## src/rtl/team_06_ptt_ctrl.sv

```systemverilog
// Walkie-talkie talk/listen controller: debounced buttons, mute/gate/effect toggles,
// and a LIST/TALK/HANG state machine driven by PTT, a noise gate and speaker activity.
module team_06_ptt_ctrl #(
  parameter int  AUD_W       = 8,
  parameter int  N_EFFECTS   = 5,
  parameter int  DEB_CYCLES  = 1000,
  parameter int  HANG_CYCLES = 4800,
  parameter int  SPK_SQ      = 2,
  localparam int EFF_W       = $clog2(N_EFFECTS)
) (
  input  logic             clk,
  input  logic             nrst,
  input  logic [AUD_W-1:0] mic_aud,
  input  logic [AUD_W-1:0] spk_aud,
  input  logic [AUD_W-2:0] threshold,
  input  logic             ptt_btn,
  input  logic             ng_btn,
  input  logic             mute_btn,
  input  logic             effect_btn,
  output logic [1:0]       state,
  output logic             talk,
  output logic             vol_en,
  output logic             effect_en,
  output logic [EFF_W-1:0] current_effect,
  output logic             mute_tog,
  output logic             noise_gate_tog
);

  localparam int             NB     = 4;
  localparam int             DEB_W  = $clog2(DEB_CYCLES) + 1;
  localparam int             HANG_W = $clog2(HANG_CYCLES) + 1;
  localparam logic [AUD_W:0] MID    = (AUD_W+1)'(1) << (AUD_W-1);

  typedef enum logic [1:0] {LIST = 2'd0, TALK = 2'd1, HANG = 2'd2} state_t;

  // Button bit order: 0 ptt, 1 noise gate, 2 mute, 3 effect.
  logic [NB-1:0]    raw, sync1, sync2, db, deb_done, press;
  logic [DEB_W-1:0] deb_cnt [NB];

  assign raw = {effect_btn, mute_btn, ng_btn, ptt_btn};

  always_comb begin
    deb_done = '0;
    press    = '0;
    for (int unsigned i = 0; i < NB; i++) begin
      deb_done[i] = (sync2[i] != db[i]) && (deb_cnt[i] == DEB_W'(DEB_CYCLES - 1));
      press[i]    = deb_done[i] && sync2[i];
    end
  end

  always_ff @(posedge clk or negedge nrst) begin
    if (!nrst) begin
      sync1 <= '0;
      sync2 <= '0;
      db    <= '0;
      for (int unsigned i = 0; i < NB; i++) deb_cnt[i] <= '0;
    end else begin
      sync1 <= raw;
      sync2 <= sync1;
      for (int unsigned i = 0; i < NB; i++) begin
        if (sync2[i] == db[i]) begin
          deb_cnt[i] <= '0;
        end else if (deb_done[i]) begin
          db[i]      <= sync2[i];
          deb_cnt[i] <= '0;
        end else begin
          deb_cnt[i] <= deb_cnt[i] + 1'b1;
        end
      end
    end
  end

  // One extra bit keeps MID +/- threshold and the speaker deviation overflow-free.
  logic [AUD_W:0] mic_x, spk_x, thr_x, spk_dev;
  logic           check, spk_active, gate_open, talk_req;

  always_comb begin
    mic_x      = {1'b0, mic_aud};
    spk_x      = {1'b0, spk_aud};
    thr_x      = {2'b00, threshold};
    check      = (mic_x >= MID + thr_x) || (mic_x <= MID - thr_x);
    spk_dev    = (spk_x >= MID) ? (spk_x - MID) : (MID - spk_x);
    spk_active = spk_dev > (AUD_W+1)'(SPK_SQ);
    gate_open  = noise_gate_tog && check;
    talk_req   = db[0] || gate_open;
  end

  state_t            st;
  logic [HANG_W-1:0] hang_cnt;

  always_ff @(posedge clk or negedge nrst) begin
    if (!nrst) begin
      st             <= LIST;
      hang_cnt       <= '0;
      mute_tog       <= 1'b0;
      noise_gate_tog <= 1'b0;
      current_effect <= '0;
    end else begin
      case (st)
        LIST: begin
          if (!spk_active && talk_req) st <= TALK;
        end
        TALK: begin
          if (spk_active) begin
            st <= LIST;
          end else if (talk_req) begin
            st <= TALK;
          end else if (noise_gate_tog) begin
            st       <= HANG;
            hang_cnt <= HANG_W'(HANG_CYCLES - 1);
          end else begin
            st <= LIST;
          end
        end
        HANG: begin
          if (spk_active) begin
            st <= LIST;
          end else if (talk_req) begin
            st <= TALK;
          end else if (!noise_gate_tog || hang_cnt == '0) begin
            st <= LIST;
          end else begin
            hang_cnt <= hang_cnt - 1'b1;
          end
        end
        default: st <= LIST;
      endcase

      if (press[2]) mute_tog       <= ~mute_tog;
      if (press[1]) noise_gate_tog <= ~noise_gate_tog;
      if (press[3]) begin
        current_effect <= (current_effect == EFF_W'(N_EFFECTS - 1)) ? '0
                                                                    : current_effect + 1'b1;
      end
    end
  end

  assign state     = st;
  assign talk      = (st != LIST);
  assign effect_en = (st != LIST);
  assign vol_en    = (st == LIST) && !mute_tog;

endmodule

```

## config.mk

```make
export PLATFORM = sky130hd
export DESIGN_NAME = team_06_ptt_ctrl
export DESIGN_NICKNAME = d
export VERILOG_FILES = /design/src/rtl/team_06_ptt_ctrl.sv
export SDC_FILE = /design/constraint.sdc
export NUM_CORES = 1
export LEC_CHECK = 0
export ABC_AREA = 1
export BUFFER_PORTS_ARGS = -buffer_cell sky130_fd_sc_hd__buf_2
export CORE_UTILIZATION = 35
export CTS_CLUSTER_SIZE = 12
export DETAILED_ROUTE_END_ITERATION = 6
export GPL_ROUTABILITY_DRIVEN = 0
export GPL_TIMING_DRIVEN = 0
export HOLD_SLACK_MARGIN = 0.05
export PLACE_DENSITY_LB_ADDON = 0.15
export SETUP_SLACK_MARGIN = 0.5
export SLEW_MARGIN = 40
export SYNTH_ARGS = -nofsm -noshare
export SYNTH_HDL_FRONTEND = slang
export SYNTH_SLANG_ARGS = --single-unit
```

## constraint.sdc

```tcl
create_clock -name clk -period 2.25 [get_ports clk]
set_clock_uncertainty 0.05 [all_clocks]
set_input_delay 0.225 -clock clk [delete_from_list [all_inputs] [get_ports clk]]
set_output_delay 0.225 -clock clk [all_outputs]
set_load 0.02 [all_outputs]
```

Word level (Yosys, flattened, before mapping)
Cells that the tools add are included.
{"block": "totals", "reg_bits": 77, "in_bits": 29, "word_cells": 109}
{"block": "op_classes", "bitwise_logic": 6, "order_cmp": 4, "reduce_logical": 26, "muxes": 25, "n_eq_ne": 23, "addsub": 10}
{"operator": "2-to-1 mux 11 bit", "n": 8}
{"operator": "2-to-1 mux 14 bit", "n": 6}
{"operator": "adder 11 x 1 -> 11 bit (second input constant)", "n": 4}
{"operator": "== test 11 x 10 -> 1 bit (second input constant)", "n": 4}
{"operator": "case mux 14 bit (2 select lines)", "n": 1}
{"operator": "zero test 14 bit", "n": 1}
{"operator": "2-to-1 mux 2 bit", "n": 7}
{"operator": "!= test 2 bit (second input constant)", "n": 7}
{"operator": "subtractor 14 x 1 -> 14 bit (second input constant)", "n": 1}
{"operator": "logical AND 1 bit", "n": 10}
{"operator": "AND reduction 2 bit", "n": 5}
{"operator": "adder 8 x 7 -> 9 bit (first input constant)", "n": 1}
{"operator": "greater-or-equal comparator 8 x 9 -> 1 bit", "n": 1}
{"operator": "> comparator 9 x 2 -> 1 bit (second input constant)", "n": 1}
{"operator": "less-or-equal comparator 8 x 9 -> 1 bit", "n": 1}
{"operator": "2-to-1 mux 9 bit", "n": 1}
{"operator": "subtractor 8 x 7 -> 9 bit (first input constant)", "n": 1}
{"operator": "subtractor 8 x 8 -> 9 bit (first input constant)", "n": 1}
{"operator": "subtractor 8 x 8 -> 9 bit (second input constant)", "n": 1}
{"operator": "greater-or-equal comparator 8 bit (second input constant)", "n": 1}
{"operator": "AND reduction 7 bit", "n": 1}
{"operator": "NOT 1 bit", "n": 6}
{"operator": "case mux 2 bit (3 select lines)", "n": 1}
{"operator": "== test 1 bit", "n": 4}
{"operator": "other kinds (11)", "n": 19}

Longest topological paths before layout
{"block": "depth", "depth_word": 8, "ltp_mapped": 19, "ltp_nobuf": 18}

Least setup slack after synthesis
OpenSTA, ideal clock, no wires.
{"block": "synth_path", "path_type": "input -> register", "startpoint": "input threshold[1]", "endpoint": "register hang_cnt[6]", "stages": 18, "setup_slack_ns": 0.002, "arrival_ns": 2.081, "setup_ns": 0.117, "n_path_buf": 1, "path_cell_list": "inv_1 -> ha_1 -> nand3_1 -> nor3_1 -> xor2_1 -> ha_1 -> nand2_1 -> nor2_2 -> nand3b_1 -> nand3_1 -> nand3_2 -> nand2_2 -> nand3_2 -> nand2_4 -> nand3_4 -> buf_6 -> nand2_1 -> nand2_1"}
{"block": "synth_between", "elab_chain_len": 7, "elab_cells_between_ends": 10}
{"element": "from (decl)", "line_no": "15", "text": "input logic [AUD_W-2:0] threshold,"}
{"element": "adder 8 x 7 -> 9 bit or subtractor 8 x 7 -> 9 bit (tied branches)", "line_no": "81", "text": "check = (mic_x >= MID + thr_x) || (mic_x <= MID - thr_x);"}
{"element": "greater-or-equal comparator 8 x 9 -> 1 bit or less-or-equal comparator 8 x 9 -> 1 bit (tied branches)", "line_no": "81"}
{"element": "logical OR 1 bit (*)", "line_no": "81"}
{"element": "logical AND 1 bit (*)", "line_no": "84", "text": "gate_open = noise_gate_tog && check;"}
{"element": "logical OR 1 bit (*)", "line_no": "85", "text": "talk_req = db[0] || gate_open;"}
{"element": "!= test 2 bit (no source line)"}
{"element": "AND reduction 7 bit (no source line) (*)"}
{"element": "to (signal assigned)", "line_no": "110", "text": "hang_cnt <= HANG_W'(HANG_CYCLES - 1);"}
{"element": "to (signal assigned)", "line_no": "123", "text": "hang_cnt <= hang_cnt - 1'b1;"}
{"element": "to (decl)", "line_no": "89", "text": "logic [HANG_W-1:0] hang_cnt;"}
Every way passes the cells marked *; elsewhere a longest branch is shown, timed or not.
A chain may end at the register's enable or synchronous reset.

Final worst setup path
{"block": "layout_path", "startpoint": "input threshold[1]", "endpoint": "register hang_cnt[9]"}
Same word-level chain as after synthesis.

==> summary.md <==
| Metric | Value |
|---|---|
| Async SR Flop Fraction | 100% |
| Die span in y | 115 um |
| Slowest CP cell | ha_1 |
| CTS Buf Count | 9 |
| Post-layout min period | 2.07 ns |
| Crit-path cells | buf_12, inv_12, ha_4, nand3_4, nor3_4, xor2_1, ha_1, nand2_1, nor2_2, nand3_1, nand2_1, inv_1, nand3_2, nand2_4, nand3_4, nand2_4, nand3_4, buf_8, nand2_4, nand2_2 |
| Post-route ant nets | 0 |
| Final WS setup | 0.181 ns |
| CTS tree | done |
| Mapped Area | 4470 sq um |
| Nets | 688 |
| Area Growth Syn to Fin | 28.7% |
| Hpwl dp | 6.40 mm |
| Placed Area | 4940 sq um |
| Final WL | 9.12 mm |
| Setup crit end kind | flip-flop |
| Fin crit share | 91.9% |
| Vias in the first global route | 3547 |
| Setup TNS | 0 ns |
| Die X-Extent | 115 um |
| Hold WC Path Type | in2async |
| Most common cell after layout, fill and taps aside | inv_1 |
| Flop-to-flop setup slack | 0.35 ns |
| Layout Utilization | 47.1% |
| VDD IR-drop max | 0.000371 V |
| Layout cell share with drive strength beyond 1 | 25.3% |
| First-pass GRT wire length | 15.8 mm |
| Max Freq | 0.483 GHz |
| CP Class | in2reg |
| EDFF count, synth | 0 |
| R2R Path End | hang_cnt[9]$_DFFE_PN0P_ |
| CTS sink cnt | 77 |
| Row count | 40 |
| All-Layer GR Usage | 15.4% |
| Clock latency on the worst-skew pair | 0.34 ns |
| Synthesized area per cell | 7.96 sq um |
| Root cell of the clock tree | clkbuf_16 |
| Pre-CTS setup slack | -0.341 ns |
| H-tree level count | 3 |
| Via count | 3720 |
| Status | finished clean |
| Design area | 5750 sq um |
| DRT Pass-1 Iters | 4 |
| ANT cells | 0 |
| RSZ-0062 raised after global routing | yes |
| PwrDens | 550 nW/um^2 |
| Critical R2R Launch | hang_cnt[0]$_DFFE_PN0P_ |
| Initial Utilization | 36.6% |
| Setup violations, final | 0 |
| Final Hold Fails | 0 |
| Die area | 13200 sq um |
| Critical Path AT | 2.25 ns |
| Ys flop type | dfrtp_1 |
| Initial antenna violation count | 0 |
| Remaining DRCs | 0 |
| Vias per inst | 4.60 |
| Tightest Pin Transition | 0.360 ns |
| Core box area | 12200 sq um |
| Headroom to the max-slew limit | 75.9% |
| Top delay family on crit path | simple AND/OR/NAND/NOR gates |
| Max cap viols | 0 |
| Worst path max stage delay | 0.26 ns |
| Syn_nets | 613 |
| Slew Viols, Final | 0 |
| Startpoint Class | primary input |
| Largest net degree at the start of global routing | 57 |
| Worst path required time | 2.43 ns |
| Wire length per cell | 11.3 um |
| Port Buffers | 38 |
| Most frequent cells in the layout | inv_1, nand2_1, dfrtp_1 |
| Syn Inst Count | 561 |
| WP buf/inv | 4 |
| Initial DRC Count | 188 |
| Synth Warn # | 0 |
| Clock slew at reported path FFs | 0.06 ns |
| Cell variety after synth | 39 |
| Deepest clock path buffer count | 2 |
| Register bit count reported by yosys | 77 |
| GRT Residual Overflow | 0 |
| Worst-path maximum fanout | 5 |
| Pleak | 0.00296 uW |
| Worst-case reg-to-reg path depth | 11 |
| Seq/Total Area, Yosys | 43.1% |
| I/O pins | 39 |
[sequential cells by signal (all words and copies together), names as in the netlist]
| signal | flops |
|---|---|
| state | 2 |
| sync2 | 4 |
| current_effect | 3 |
| deb_cnt | 44 |
| db | 4 |
| mute_tog | 1 |
| sync1 | 4 |
| hang_cnt | 14 |
| noise_gate_tog | 1 |
[how the worst max path moves through the flow]
stage,from,endpoint,slack (ns),cells past startpoint
2_1_floorplan,threshold[1],hang_cnt[6]$_DFFE_PN0P_,0.08,18
5_1_grt,threshold[0],hang_cnt[8]$_DFFE_PN0P_,-0.009,18
3_3_place_gp,threshold[1],hang_cnt[11]$_DFFE_PN0P_,-0.33,19
4_1_cts,threshold[1],hang_cnt[8]$_DFFE_PN0P_,0.18,18
6_report,threshold[1],hang_cnt[9]$_DFFE_PN0P_,0.18,20
3_5_place_dp,threshold[0],hang_cnt[8]$_DFFE_PN0P_,-0.34,18
[timing repair]
action	4_1_cts	5_1_grt
endpoints found under the hold margin	81	0
buffers inserted	4	15
setup endpoints to repair	18	35
pin swaps	14	26
gates resized for setup	22	53
hold buffers	5	0
gates cloned	1	0
[area by class of cell]
type	instances	area, sq um
Timing Repair Buffer	64	463
Clock buffer	10	239
Tap cell	168	210
Buffer	6	53.8
Clock inverter	6	62.6
Sequential cell	77	1930
Inverter	102	398
Fill cell	1237	6460
Multi-Input combinational cell	376	2390
[cell usage after synthesis (4+ instances only)]
cell / number / area, sq um
or2_2: 10 / 62.6
nor2_2: 6 / 37.5
nand4_1: 22 / 138
dfrtp_1: 77 / 1930
o21ai_0: 21 / 105
xnor2_1: 4 / 35.0
nor4_1: 5 / 31.3
inv_1: 99 / 372
nor3b_1: 5 / 37.5
xor2_1: 19 / 166
nor3_1: 16 / 80.1
nor2_1: 55 / 206
ha_1: 23 / 288
a21oi_1: 29 / 145
nand3_1: 23 / 115
nand2_2: 6 / 37.5
nand2_1: 109 / 409
[logic make-up after synthesis]
kind of cell    count (synthesis)  share of synthesized area, %
compound gates                 58                          6.89
xor+xnor                       23                          4.51
fa+ha+maj                      23                          6.44
buf+inv                       108                          9.61
flops                          77                          43.1
mux                             2                         0.504
simple gates                  270                          28.9
[per-layer routing]
layer	track usage, %	share of wire, %	vias to the layer above
li1	-	-	1949
met1	18.7	47	1730
met2	25.4	48	32
met3	5.43	3.3	9
met4	5.02	1.3	0
met5	0	0	-
[per-stage QoR]
step | hold WS, ns | cells | total power [uW]
final | 0.242 | 809 | 3160
after global routing | 0.261 | 809 | 3330
after CTS | 0.234 | 794 | 3210
after detailed placement | 0.0424 | 768 | 1680
after global placement | 0.282 | 767 | 1670
after floorplan | -0.121 | 561 | 1580
[report_power, final]
| part | leakage (uW) | internal [uW] | switching [uW] | total [uW] |
|---|---|---|---|---|
| clock network | 0.000140 | 884 | 581 | 1460 |
| registers | 0.00105 | 1410 | 20.3 | 1430 |
| logic | 0.00177 | 118 | 148 | 267 |
| total | 0.00296 | 2410 | 749 | 3160 |
No activity file was read; power rests on OpenSTA's default activity.
